===== src/rtl/timer_cmp_irq_pkg.sv =====
// Shared register map, bit positions and helpers for the timer compare/interrupt block.
package timer_irq_pkg;

    localparam logic [3:0] CTRL_OFS   = 4'h0;
    localparam logic [3:0] CMP_OFS    = 4'h4;
    localparam logic [3:0] PERIOD_OFS = 4'h8;
    localparam logic [3:0] STATUS_OFS = 4'hC;

    localparam int EN_BIT       = 0;
    localparam int PERIODIC_BIT = 1;
    localparam int IE_BIT       = 2;
    localparam int PEND_BIT     = 0;
    localparam int OVR_BIT      = 1;

    // Word select taken from ADDR[3:2]; higher address bits alias.
    typedef enum logic [1:0] {
        SEL_CTRL   = CTRL_OFS[3:2],
        SEL_CMP    = CMP_OFS[3:2],
        SEL_PERIOD = PERIOD_OFS[3:2],
        SEL_STATUS = STATUS_OFS[3:2]
    } reg_sel_e;

    typedef struct packed {
        logic ie;
        logic periodic;
        logic en;
    } ctrl_t;

    function automatic logic [31:0] be_merge(input logic [31:0] old_val,
                                             input logic [31:0] wdata,
                                             input logic [3:0]  be);
        logic [31:0] res;
        res = old_val;
        for (int b = 0; b < 4; b++)
            if (be[b]) res[8*b +: 8] = wdata[8*b +: 8];
        return res;
    endfunction

endpackage


===== src/rtl/timer_cmp_irq_if.sv =====
// Split read/write peripheral bus shared with the timer block.
interface timer_cmp_irq_if #(
    parameter int address_width = 14,
    parameter int data_width    = 2
);
    localparam int DW = 8 << data_width;

    logic [address_width-1:0] READ_ADDR;
    logic                     OE;
    logic [DW-1:0]            DATA_OUT;
    logic                     DATA_VALID;
    logic [address_width-1:0] WRITE_ADDR;
    logic [DW-1:0]            DATA_IN;
    logic [DW/8-1:0]          BE;
    logic                     WE;
    logic                     WACK;

    modport master (
        output READ_ADDR, OE, WRITE_ADDR, DATA_IN, BE, WE,
        input  DATA_OUT, DATA_VALID, WACK
    );

    modport slave (
        input  READ_ADDR, OE, WRITE_ADDR, DATA_IN, BE, WE,
        output DATA_OUT, DATA_VALID, WACK
    );
endinterface


===== src/rtl/timer_cmp_irq_cmp_unit.sv =====
// Equality compare against the timer count, periodic reload and PENDING/OVERRUN flags.
module timer_cmp_unit
    import timer_irq_pkg::*;
(
    input  logic        CLK,
    input  logic        RSTn,
    input  logic        en,
    input  logic        periodic,
    input  logic [31:0] time_in,
    input  logic [31:0] cmp_val,
    input  logic [31:0] period_val,
    input  logic [1:0]  w1c,
    output logic        match,
    output logic [31:0] cmp_next,
    output logic        en_clr,
    output logic        pending,
    output logic        overrun
);

    // Modular add: PERIOD=0 naturally yields a full 2^32-cycle period.
    function automatic logic [31:0] reload_add(input logic [31:0] a, input logic [31:0] b);
        return a + b;
    endfunction

    assign match    = en && (time_in == cmp_val);
    assign cmp_next = (match && periodic) ? reload_add(cmp_val, period_val) : cmp_val;
    assign en_clr   = match && !periodic;

    // Hardware set has priority over a same-cycle W1C.
    always_ff @(posedge CLK) begin
        if (!RSTn) begin
            pending <= 1'b0;
            overrun <= 1'b0;
        end else begin
            if (match)              pending <= 1'b1;
            else if (w1c[PEND_BIT]) pending <= 1'b0;

            if (match && pending)   overrun <= 1'b1;
            else if (w1c[OVR_BIT])  overrun <= 1'b0;
        end
    end

endmodule


===== src/rtl/timer_cmp_irq.sv =====
// Compare/interrupt stage behind the free-running timer: bus decode, register file, read path.
module timer_cmp_irq
    import timer_irq_pkg::*;
#(
    parameter int address_width = 14,
    parameter int data_width    = 2     // only 32-bit data bus is supported
)(
    input  logic               CLK,
    input  logic               RSTn,
    timer_cmp_irq_if.slave     bus,
    input  logic [31:0]        TIME_IN,
    output logic               IRQ
);

    localparam int DW = 8 << data_width;

    ctrl_t          ctrl;
    logic [DW-1:0]  cmp_val;
    logic [DW-1:0]  period_val;
    logic           pending;
    logic           overrun;
    logic           match;
    logic           en_clr;
    logic [DW-1:0]  cmp_next;
    logic [DW-1:0]  rd_mux;
    logic [DW-1:0]  rd_data_p1;
    logic           rd_vld_p1;
    logic           wack_p1;
    logic           wr_fire;
    logic [1:0]     w1c;
    reg_sel_e       wsel;
    reg_sel_e       rsel;
    logic           unused_addr_bits;

    assign wsel    = reg_sel_e'(bus.WRITE_ADDR[3:2]);
    assign rsel    = reg_sel_e'(bus.READ_ADDR[3:2]);
    assign wr_fire = bus.WE && (|bus.BE);
    assign w1c     = (bus.WE && (wsel == SEL_STATUS) && bus.BE[0]) ? bus.DATA_IN[1:0] : 2'b00;

    assign unused_addr_bits = ^{bus.READ_ADDR[address_width-1:4], bus.READ_ADDR[1:0],
                                bus.WRITE_ADDR[address_width-1:4], bus.WRITE_ADDR[1:0], match};

    timer_cmp_unit u_cmp (
        .CLK        (CLK),
        .RSTn       (RSTn),
        .en         (ctrl.en),
        .periodic   (ctrl.periodic),
        .time_in    (TIME_IN),
        .cmp_val    (cmp_val),
        .period_val (period_val),
        .w1c        (w1c),
        .match      (match),
        .cmp_next   (cmp_next),
        .en_clr     (en_clr),
        .pending    (pending),
        .overrun    (overrun)
    );

    always_comb begin
        rd_mux = '0;
        case (rsel)
            SEL_CTRL: begin
                rd_mux[EN_BIT]       = ctrl.en;
                rd_mux[PERIODIC_BIT] = ctrl.periodic;
                rd_mux[IE_BIT]       = ctrl.ie;
            end
            SEL_CMP:    rd_mux = cmp_val;
            SEL_PERIOD: rd_mux = period_val;
            default: begin
                rd_mux[PEND_BIT] = pending;
                rd_mux[OVR_BIT]  = overrun;
            end
        endcase
    end

    // Stage p1: registered read data, write ack and register updates (bus bytes beat hardware updates).
    always_ff @(posedge CLK) begin
        if (!RSTn) begin
            ctrl       <= '0;
            cmp_val    <= '0;
            period_val <= '0;
            rd_data_p1 <= '0;
            rd_vld_p1  <= 1'b0;
            wack_p1    <= 1'b0;
        end else begin
            rd_vld_p1 <= bus.OE;
            if (bus.OE) rd_data_p1 <= rd_mux;
            wack_p1 <= wr_fire;

            if (wr_fire && (wsel == SEL_CTRL) && bus.BE[0])
                ctrl <= '{ie:       bus.DATA_IN[IE_BIT],
                          periodic: bus.DATA_IN[PERIODIC_BIT],
                          en:       bus.DATA_IN[EN_BIT]};
            else if (en_clr)
                ctrl.en <= 1'b0;

            cmp_val <= (wr_fire && (wsel == SEL_CMP)) ? be_merge(cmp_next, bus.DATA_IN, bus.BE)
                                                       : cmp_next;
            if (wr_fire && (wsel == SEL_PERIOD))
                period_val <= be_merge(period_val, bus.DATA_IN, bus.BE);
        end
    end

    assign bus.DATA_OUT   = rd_data_p1;
    assign bus.DATA_VALID = rd_vld_p1;
    assign bus.WACK       = wack_p1;
    assign IRQ            = pending & ctrl.ie;

endmodule


===== src/flat_wrapper.sv =====
// flat-port wrapper written by rule: the top's interface ports become plain ports
module timer_cmp_irq_flat import timer_irq_pkg::*;
#(
    parameter int address_width = 14,
    parameter int data_width    = 2                                         
)
  (CLK, RSTn, TIME_IN, IRQ, bus_READ_ADDR, bus_OE, bus_WRITE_ADDR, bus_DATA_IN, bus_BE, bus_WE, bus_DATA_OUT, bus_DATA_VALID, bus_WACK);
  timer_cmp_irq_if #(.address_width(address_width), .data_width(data_width)) bus_i ();
  input  logic CLK;
  input  logic RSTn;
  input  logic [31:0] TIME_IN;
  output logic IRQ;
  input wire logic [$bits(bus_i.READ_ADDR)-1:0] bus_READ_ADDR;
  input wire logic [$bits(bus_i.OE)-1:0] bus_OE;
  input wire logic [$bits(bus_i.WRITE_ADDR)-1:0] bus_WRITE_ADDR;
  input wire logic [$bits(bus_i.DATA_IN)-1:0] bus_DATA_IN;
  input wire logic [$bits(bus_i.BE)-1:0] bus_BE;
  input wire logic [$bits(bus_i.WE)-1:0] bus_WE;
  output wire logic [$bits(bus_i.DATA_OUT)-1:0] bus_DATA_OUT;
  output wire logic [$bits(bus_i.DATA_VALID)-1:0] bus_DATA_VALID;
  output wire logic [$bits(bus_i.WACK)-1:0] bus_WACK;
  assign bus_i.READ_ADDR = bus_READ_ADDR;
  assign bus_i.OE = bus_OE;
  assign bus_i.WRITE_ADDR = bus_WRITE_ADDR;
  assign bus_i.DATA_IN = bus_DATA_IN;
  assign bus_i.BE = bus_BE;
  assign bus_i.WE = bus_WE;
  assign bus_DATA_OUT = bus_i.DATA_OUT;
  assign bus_DATA_VALID = bus_i.DATA_VALID;
  assign bus_WACK = bus_i.WACK;
  timer_cmp_irq #(.address_width(address_width), .data_width(data_width)) u_core (.CLK(CLK), .RSTn(RSTn), .bus(bus_i), .TIME_IN(TIME_IN), .IRQ(IRQ));
endmodule

===== config.mk =====
export PLATFORM = sky130hd
export DESIGN_NAME = timer_cmp_irq_flat
export DESIGN_NICKNAME = d
export VERILOG_FILES = /design/src/rtl/timer_cmp_irq_pkg.sv /design/src/rtl/timer_cmp_irq_if.sv /design/src/rtl/timer_cmp_irq_cmp_unit.sv /design/src/rtl/timer_cmp_irq.sv /design/src/flat_wrapper.sv
export SDC_FILE = /design/constraint.sdc
export NUM_CORES = 1
export LEC_CHECK = 0
export CAP_MARGIN = 40
export CORE_AREA = 10 10 113 140
export DETAILED_ROUTE_END_ITERATION = 10
export DIE_AREA = 0 0 123 150
export GPL_ROUTABILITY_DRIVEN = 0
export PLACE_DENSITY = 0.79
export SLEW_MARGIN = 10
export SYNTH_ARGS = -nofsm -noshare
export SYNTH_HDL_FRONTEND = slang
export SYNTH_SLANG_ARGS = --single-unit

===== constraint.sdc =====
create_clock -name CLK -period 3 [get_ports CLK]
set_input_delay 0.6 -clock CLK [delete_from_list [all_inputs] [get_ports CLK]]
set_output_delay 0.6 -clock CLK [all_outputs]
set_load 0.02 [all_outputs]

---- Word level (Yosys, flattened, before mapping) ----
Cells that the tools add are included.
storage, ports and cells
  output and inout port bits .............. 35
  bits of input ports ..................... 100
  bits in registers ....................... 103
operators by class
  multiplexer cells ....................... 16
  add/sub/neg operators ................... 1
  reductions and logical operators ........ 22
  equality and inequality tests ........... 6
  bitwise logic cells ..................... 1
operator list
  kind                  number
  $mux W32              2
  $pmux W29 S2          1
  $add A32 B32 Y32      1
  $eq A32 B32 Y1        1
  $mux W8               4
  $logic_and A1 B1 Y1   11
  $reduce_and A2 Y1     4
  $eq A2 B2 Y1 const B  3
  $mux W1               6
  $pmux W2 S3           1
  $reduce_bool A2 Y1    3
  $eq A2 B1 Y1 const B  2
  $logic_not A2 Y1      2
  $reduce_or A4 Y1      1
  $pmux W1 S3           1
  $mux W2               1
  $and A1 B1 Y1         1
  $logic_not A1 Y1      1

---- Depth between registers and ports, before layout ----
  word-level depth ........................ 6
  depth in mapped cells ................... 11

---- Hierarchy ----
A second synthesis with hierarchy kept.
second synthesis, totals
  cells, all modules ...................... 801
  area total of the unflattened synthesis .. 6503.7 sq um
modules (own cells, without submodules)
  module          area an instance (sq um)  times used  sequential area each (sq um)  cells an instance
  timer_cmp_irq   3988.8                    1           2021.9                        440
  timer_cmp_unit  2514.9                    1           40.0                          361

---- Least setup slack after synthesis ----
No wires, ideal clock.
  path type ............................... reg-to-reg
  start point ............................. register u_core.cmp_val[0]
  end point ............................... register u_core.cmp_val[26]
  path buffers ............................ 0
  cell stages (with the launch flop) ...... 11
  slack ................................... 586 ps
  library setup time ...................... 126 ps
  arrival ................................. 2288 ps
  clock period less this slack ............ 2414 ps
  cell sequence ........................... dfxtp_1 -> ha_1 -> fa_1 -> a211oi_2 -> o211a_1 -> nor3_1 -> o32ai_2 -> o21bai_2 -> nand4_1 -> mux2i_1 -> o41ai_2
on the way
  word-level cells in the longest chain between the ends .. 6
  elaborated cells on any way between the ends .. 7
  classes of those cells .................. 1 x add/sub; 1 x eq/ne; 3 x mux; 2 x reduce/logical
RTL lines
  element                                                   line                          source
  start, declared                                           timer_cmp_irq.sv:18           logic [DW-1:0] cmp_val;
  start signal, assigned                                    timer_cmp_irq.sv:97           cmp_val <= (wr_fire && (wsel == SEL_CMP)) ? be_merge(cmp_next, bus.DATA_IN, bus.BE)
  branches (longest 3 deep; another with $add A32 B32 Y32)  n/a
  $mux W32 *                                                timer_cmp_irq_cmp_unit.sv:26  assign cmp_next = (match && periodic) ? reload_add(cmp_val, period_val) : cmp_val;
  $mux W8                                                   timer_cmp_irq_pkg.sv:35       if (be[b]) res[8*b +: 8] = wdata[8*b +: 8];
  $mux W32 *                                                timer_cmp_irq.sv:97
Mark *: on every way between the ends.
A chain may end at the register's enable or synchronous reset.

---- Worst setup path after layout ----
Ends and elaborated chain as after synthesis.

==> run summary <==
===================================================================================
First-pass GRT wire length                                                  34.0 mm
Number of antenna cells inserted                                                  0
Pin count of the biggest net entering global routing                             39
Sequence of cells on the critical path                                 ha_1 > fa_1 > a211oi_2 > o211a_1 > nor3_1 > o32ai_2 > o21bai_2 > nand4_1 > mux2i_1 > o41ai_2
Clock share of power                                                          40.4%
Commonest non-fill, non-tap cells in the layout                        sky130_fd_sc_hd__nor2_1, sky130_fd_sc_hd__clkdlybuf4s50_1, sky130_fd_sc_hd__a21oi_1, sky130_fd_sc_hd__nand2_1, sky130_fd_sc_hd__dfxtp_1
Post-route minimum period                                                   2.82 ns
Buffers inserted during post-CTS setup optimization                               0
Asr flop ratio synth                                                             0%
Combinational family with the most area after synthesis                compound AO/OA/AOI/OAI gates
Area overhead of the layout relative to synthesis                             23.3%
Number of enable flip-flop cells after synthesis                                  0
Leading cell types by total area after synthesis                       sky130_fd_sc_hd__dfxtp_1, sky130_fd_sc_hd__a21oi_1, sky130_fd_sc_hd__ha_1
Die Footprint                                                            0.0185 mm2
Number of antenna violations at the first check in global routing                 0
Final HPWL DP                                                               16.0 mm
X dimension of the die                                                       123 um
Clock Skews                                                              0.00694 ns
Post-synthesis area per instance                                           7.89 um2
Required time worst endpoint                                                3.22 ns
Cell area power density                                                  374 mW/mm2
Internal power summed over all cells                                        2.26 mW
RSZ-0062 raised after global routing                                             no
Share of cells above drive strength 1                                         6.70%
Violation count after the first detailed-routing iteration                      669
XOR/XNOR Fraction of Synth Area                                               6.86%
Crit path max-delay family                                             compound AO/OA/AOI/OAI gates
Part of the power in registers                                                45.6%
CTS H-tree lvls                                                                   3
PostCTS Resize Cnt                                                                0
TritonCTS sink count                                                            103
Post-route worst setup slack                                               0.177 ns
Core Area                                                                0.0131 mm2
Crit path max fanout                                                              4
Area used by sequential logic in the layout                             0.00206 mm2
Crit path buffers/inverters                                                       0
Adder-cell share of the synthesized area                                      6.77%
Maxcap violations                                                                 0
Clock transition at path regs                                               0.08 ns
Combinational power share                                                     13.9%
CTS tree                                                                        yes
Number of filler instances in the final layout                                 1124
Count of nets left with antenna violations after detail routing                   0
Number of buffers added to fix hold violations after cts                          0
Type of element launching the critical path                               flip-flop
Post-synthesis cell type with the largest combined area                sky130_fd_sc_hd__dfxtp_1
Simple-gate share of the synthesized area                                     21.1%
1st-pass router iterations                                                        5
Final number of setup-violating endpoints                                         0
Starting utilization of the core area                                         51.6%
Crit Path Class                                                        flip-flop to flip-flop
Post-Syn Area                                                           0.00677 mm2
Root cell of the clock tree                                            sky130_fd_sc_hd__clkbuf_16
Clock tree buffer depth                                                           2
Predominant post-synthesis flop cell                                   sky130_fd_sc_hd__dfxtp_1
Critical path arrival                                                       3.04 ns
Register area share after synthesis                                           30.5%
Worst-skew pair later-pin latency                                           0.36 ns
Overall track demand over capacity in global routing                          22.8%
Count of input and output buffers                                               110
Post-synthesis instance total                                                   857
Via count of the first global-routing pass                                     6733
Final slew viol count                                                             0
Result of the run                                                      finished, final reports clean
Register bit total from synthesis                                               103
Detailed-route wire length per cell                                         18.5 um
Sw Share                                                                      27.5%
Max Freq                                                                    354 MHz
DRC                                                                               0
Cell Count Post-Placement                                                      1110
Final wirelength                                                            20.9 mm
Number of buffers inserted during clock tree synthesis                            9
Total vias in the final route                                                  6642
Actual transition at the worst max-transition pin                          0.853 ns
Worst ir drop on vdd                                                       0.259 mV
Share of the synthesized area in the top cell type                            30.5%
Power, Total                                                                3.12 mW
Mean number of vias per cell                                                   5.90
Area fraction in compound gates after synthesis                               25.5%
Synth Warn #                                                                      0
Slew Limit Headroom                                                           43.2%
Count of placed standard cells in the final layout, fillers left out           1126
Critical Path Sink Type                                                   flip-flop
Cell at the slowest stage of the critical path                         sky130_fd_sc_hd__fa_1
Final period utilization                                                      94.1%
Post-Syn Nets                                                                   993
Standard-cell rows                                                               47
Share of cell area taken by muxes after synthesis                             4.46%
Final Hold Violating Endpoints                                                    0
Class of the tightest hold or removal check                            flip-flop to flip-flop
Total Negative Setup Slacks                                                    0 ns
Netlist cell types                                                               77
Top Ports                                                                       135
Post-placement setup slack                                                 0.114 ns
Net count reported at finish                                                   1086
Standby leakage power                                                       3.14 nW
Multi-input gate area in the final layout                               0.00438 mm2
GR Overflow Total                                                                 0
Switching pwr                                                                857 uW
Maximum single-stage delay on the critical path                             0.45 ns
Die extent in y                                                              150 um
===================================================================================
==> power groups by stage <==
stage | Combinational [mW] | Sequential (mW) | Clock, mW
6_report | 0.434 | 1.42 | 1.26
2_1_floorplan | 0.221 | 1.45 | 0
3_5_place_dp | 0.427 | 1.45 | 0
3_3_place_gp | 0.419 | 1.45 | 0
4_1_cts | 0.430 | 1.42 | 1.27
5_1_grt | 0.469 | 1.43 | 1.33
==> cell usage after synthesis (3+ instances only) <==
cell type / n
sky130_fd_sc_hd__buf_4: 5
sky130_fd_sc_hd__inv_1: 11
sky130_fd_sc_hd__a31oi_1: 8
sky130_fd_sc_hd__o211a_1: 3
sky130_fd_sc_hd__nor2_1: 110
sky130_fd_sc_hd__nor2b_1: 5
sky130_fd_sc_hd__and3_1: 8
sky130_fd_sc_hd__o21ai_0: 38
sky130_fd_sc_hd__clkbuf_1: 29
sky130_fd_sc_hd__nand4_1: 15
sky130_fd_sc_hd__a21oi_1: 107
sky130_fd_sc_hd__and4_1: 3
sky130_fd_sc_hd__buf_1: 4
sky130_fd_sc_hd__nand2_1: 103
sky130_fd_sc_hd__dfxtp_1: 103
sky130_fd_sc_hd__nand2b_1: 5
sky130_fd_sc_hd__and2_1: 8
sky130_fd_sc_hd__a21o_1: 16
sky130_fd_sc_hd__xor2_1: 13
sky130_fd_sc_hd__a211oi_1: 17
sky130_fd_sc_hd__ha_1: 35
sky130_fd_sc_hd__mux2i_1: 29
sky130_fd_sc_hd__buf_6: 4
sky130_fd_sc_hd__or3_1: 3
sky130_fd_sc_hd__a22oi_1: 29
sky130_fd_sc_hd__buf_2: 3
sky130_fd_sc_hd__o21ai_1: 6
sky130_fd_sc_hd__xnor2_1: 40
sky130_fd_sc_hd__nand3_1: 19
sky130_fd_sc_hd__a222oi_1: 3
sky130_fd_sc_hd__o21a_1: 4
sky130_fd_sc_hd__o21bai_1: 3
sky130_fd_sc_hd__nor3_1: 6
sky130_fd_sc_hd__o211ai_1: 8
==> layer usage <==
metal	global-route usage, %	wire length, um	vias up	share of wire [%]
met1	27.5	8300	3062	40
met4	10.9	843	0	4.0
met2	37.8	10100	263	49
li1	-	-	3260	-
met5	0	0	-	0
met3	4.45	1580	57	7.6
==> flip-flops by register name, summed over array words and instances (netlist names) <==
name                   flops
u_core.u_cmp.pending       1
u_core.cmp_val            32
u_core.period_val         32
u_core.bus.DATA_VALID      1
u_core.bus.DATA_OUT       32
u_core.ctrl                3
u_core.bus.WACK            1
u_core.u_cmp.overrun       1
==> layout make-up <==
| type | count | share of cell area, % |
|---|---|---|
| inverters | 11 | 0.495 |
| clock buffers | 9 | 2.70 |
| repair buffers | 132 | 16.0 |
| well taps | 171 | 2.56 |
| flip-flops and latches | 103 | 24.7 |
| multi-input cells | 693 | 52.5 |
| clock inverters | 7 | 1.03 |
==> logic make-up (layout without fill, tap and decap cells) <==
kind of cell,Yosys count,after routing
AO/OA/AOI/OAI,266,266
XOR/XNOR,53,53
adder cells (fa/ha/maj),36,36
buffers and inverters,61,159
flip-flops,103,103
multiplexers,30,30
AND/OR/NAND/NOR,308,308
==> path summary, 6_finish.rpt <==
check	startpoint	endpoint	slack, ns	cells past startpoint
worst max-delay path	u_core.cmp_val[0]$_SDFF_PN0_	u_core.cmp_val[26]$_SDFF_PN0_	0.18	10
worst min-delay path	u_core.period_val[3]$_SDFFE_PN0P_	u_core.period_val[3]$_SDFFE_PN0P_	0.48	2
worst max register to register	u_core.cmp_val[0]$_SDFF_PN0_	u_core.cmp_val[26]$_SDFF_PN0_	0.18	10
worst min register to register	u_core.period_val[3]$_SDFFE_PN0P_	u_core.period_val[3]$_SDFFE_PN0P_	0.48	2
==> through the flow <==
| step | instance area, um2 | hold WS, ns | utilization, % |
|---|---|---|---|
| global placement | 8010 | 0.465 | 61.0 |
| CTS | 8340 | 0.482 | 63.6 |
| global route | 8340 | 0.512 | 63.6 |
| detailed placement | 8030 | 0.471 | 61.3 |
| finish | 8340 | 0.481 | 63.6 |
| floorplan | 6770 | 0.453 | - |
==> worst reg2reg max path: stages, from the launching register on <==
cell	delay [ns]
sky130_fd_sc_hd__dfxtp_1	0.35
sky130_fd_sc_hd__ha_1	0.23
sky130_fd_sc_hd__fa_1	0.45
sky130_fd_sc_hd__a211oi_2	0.34
sky130_fd_sc_hd__o211a_1	0.24
sky130_fd_sc_hd__nor3_1	0.09
sky130_fd_sc_hd__o32ai_2	0.37
sky130_fd_sc_hd__o21bai_2	0.15
sky130_fd_sc_hd__nand4_1	0.15
sky130_fd_sc_hd__mux2i_1	0.24
sky130_fd_sc_hd__o41ai_2	0.07
(Power assumes the default switching activity.)
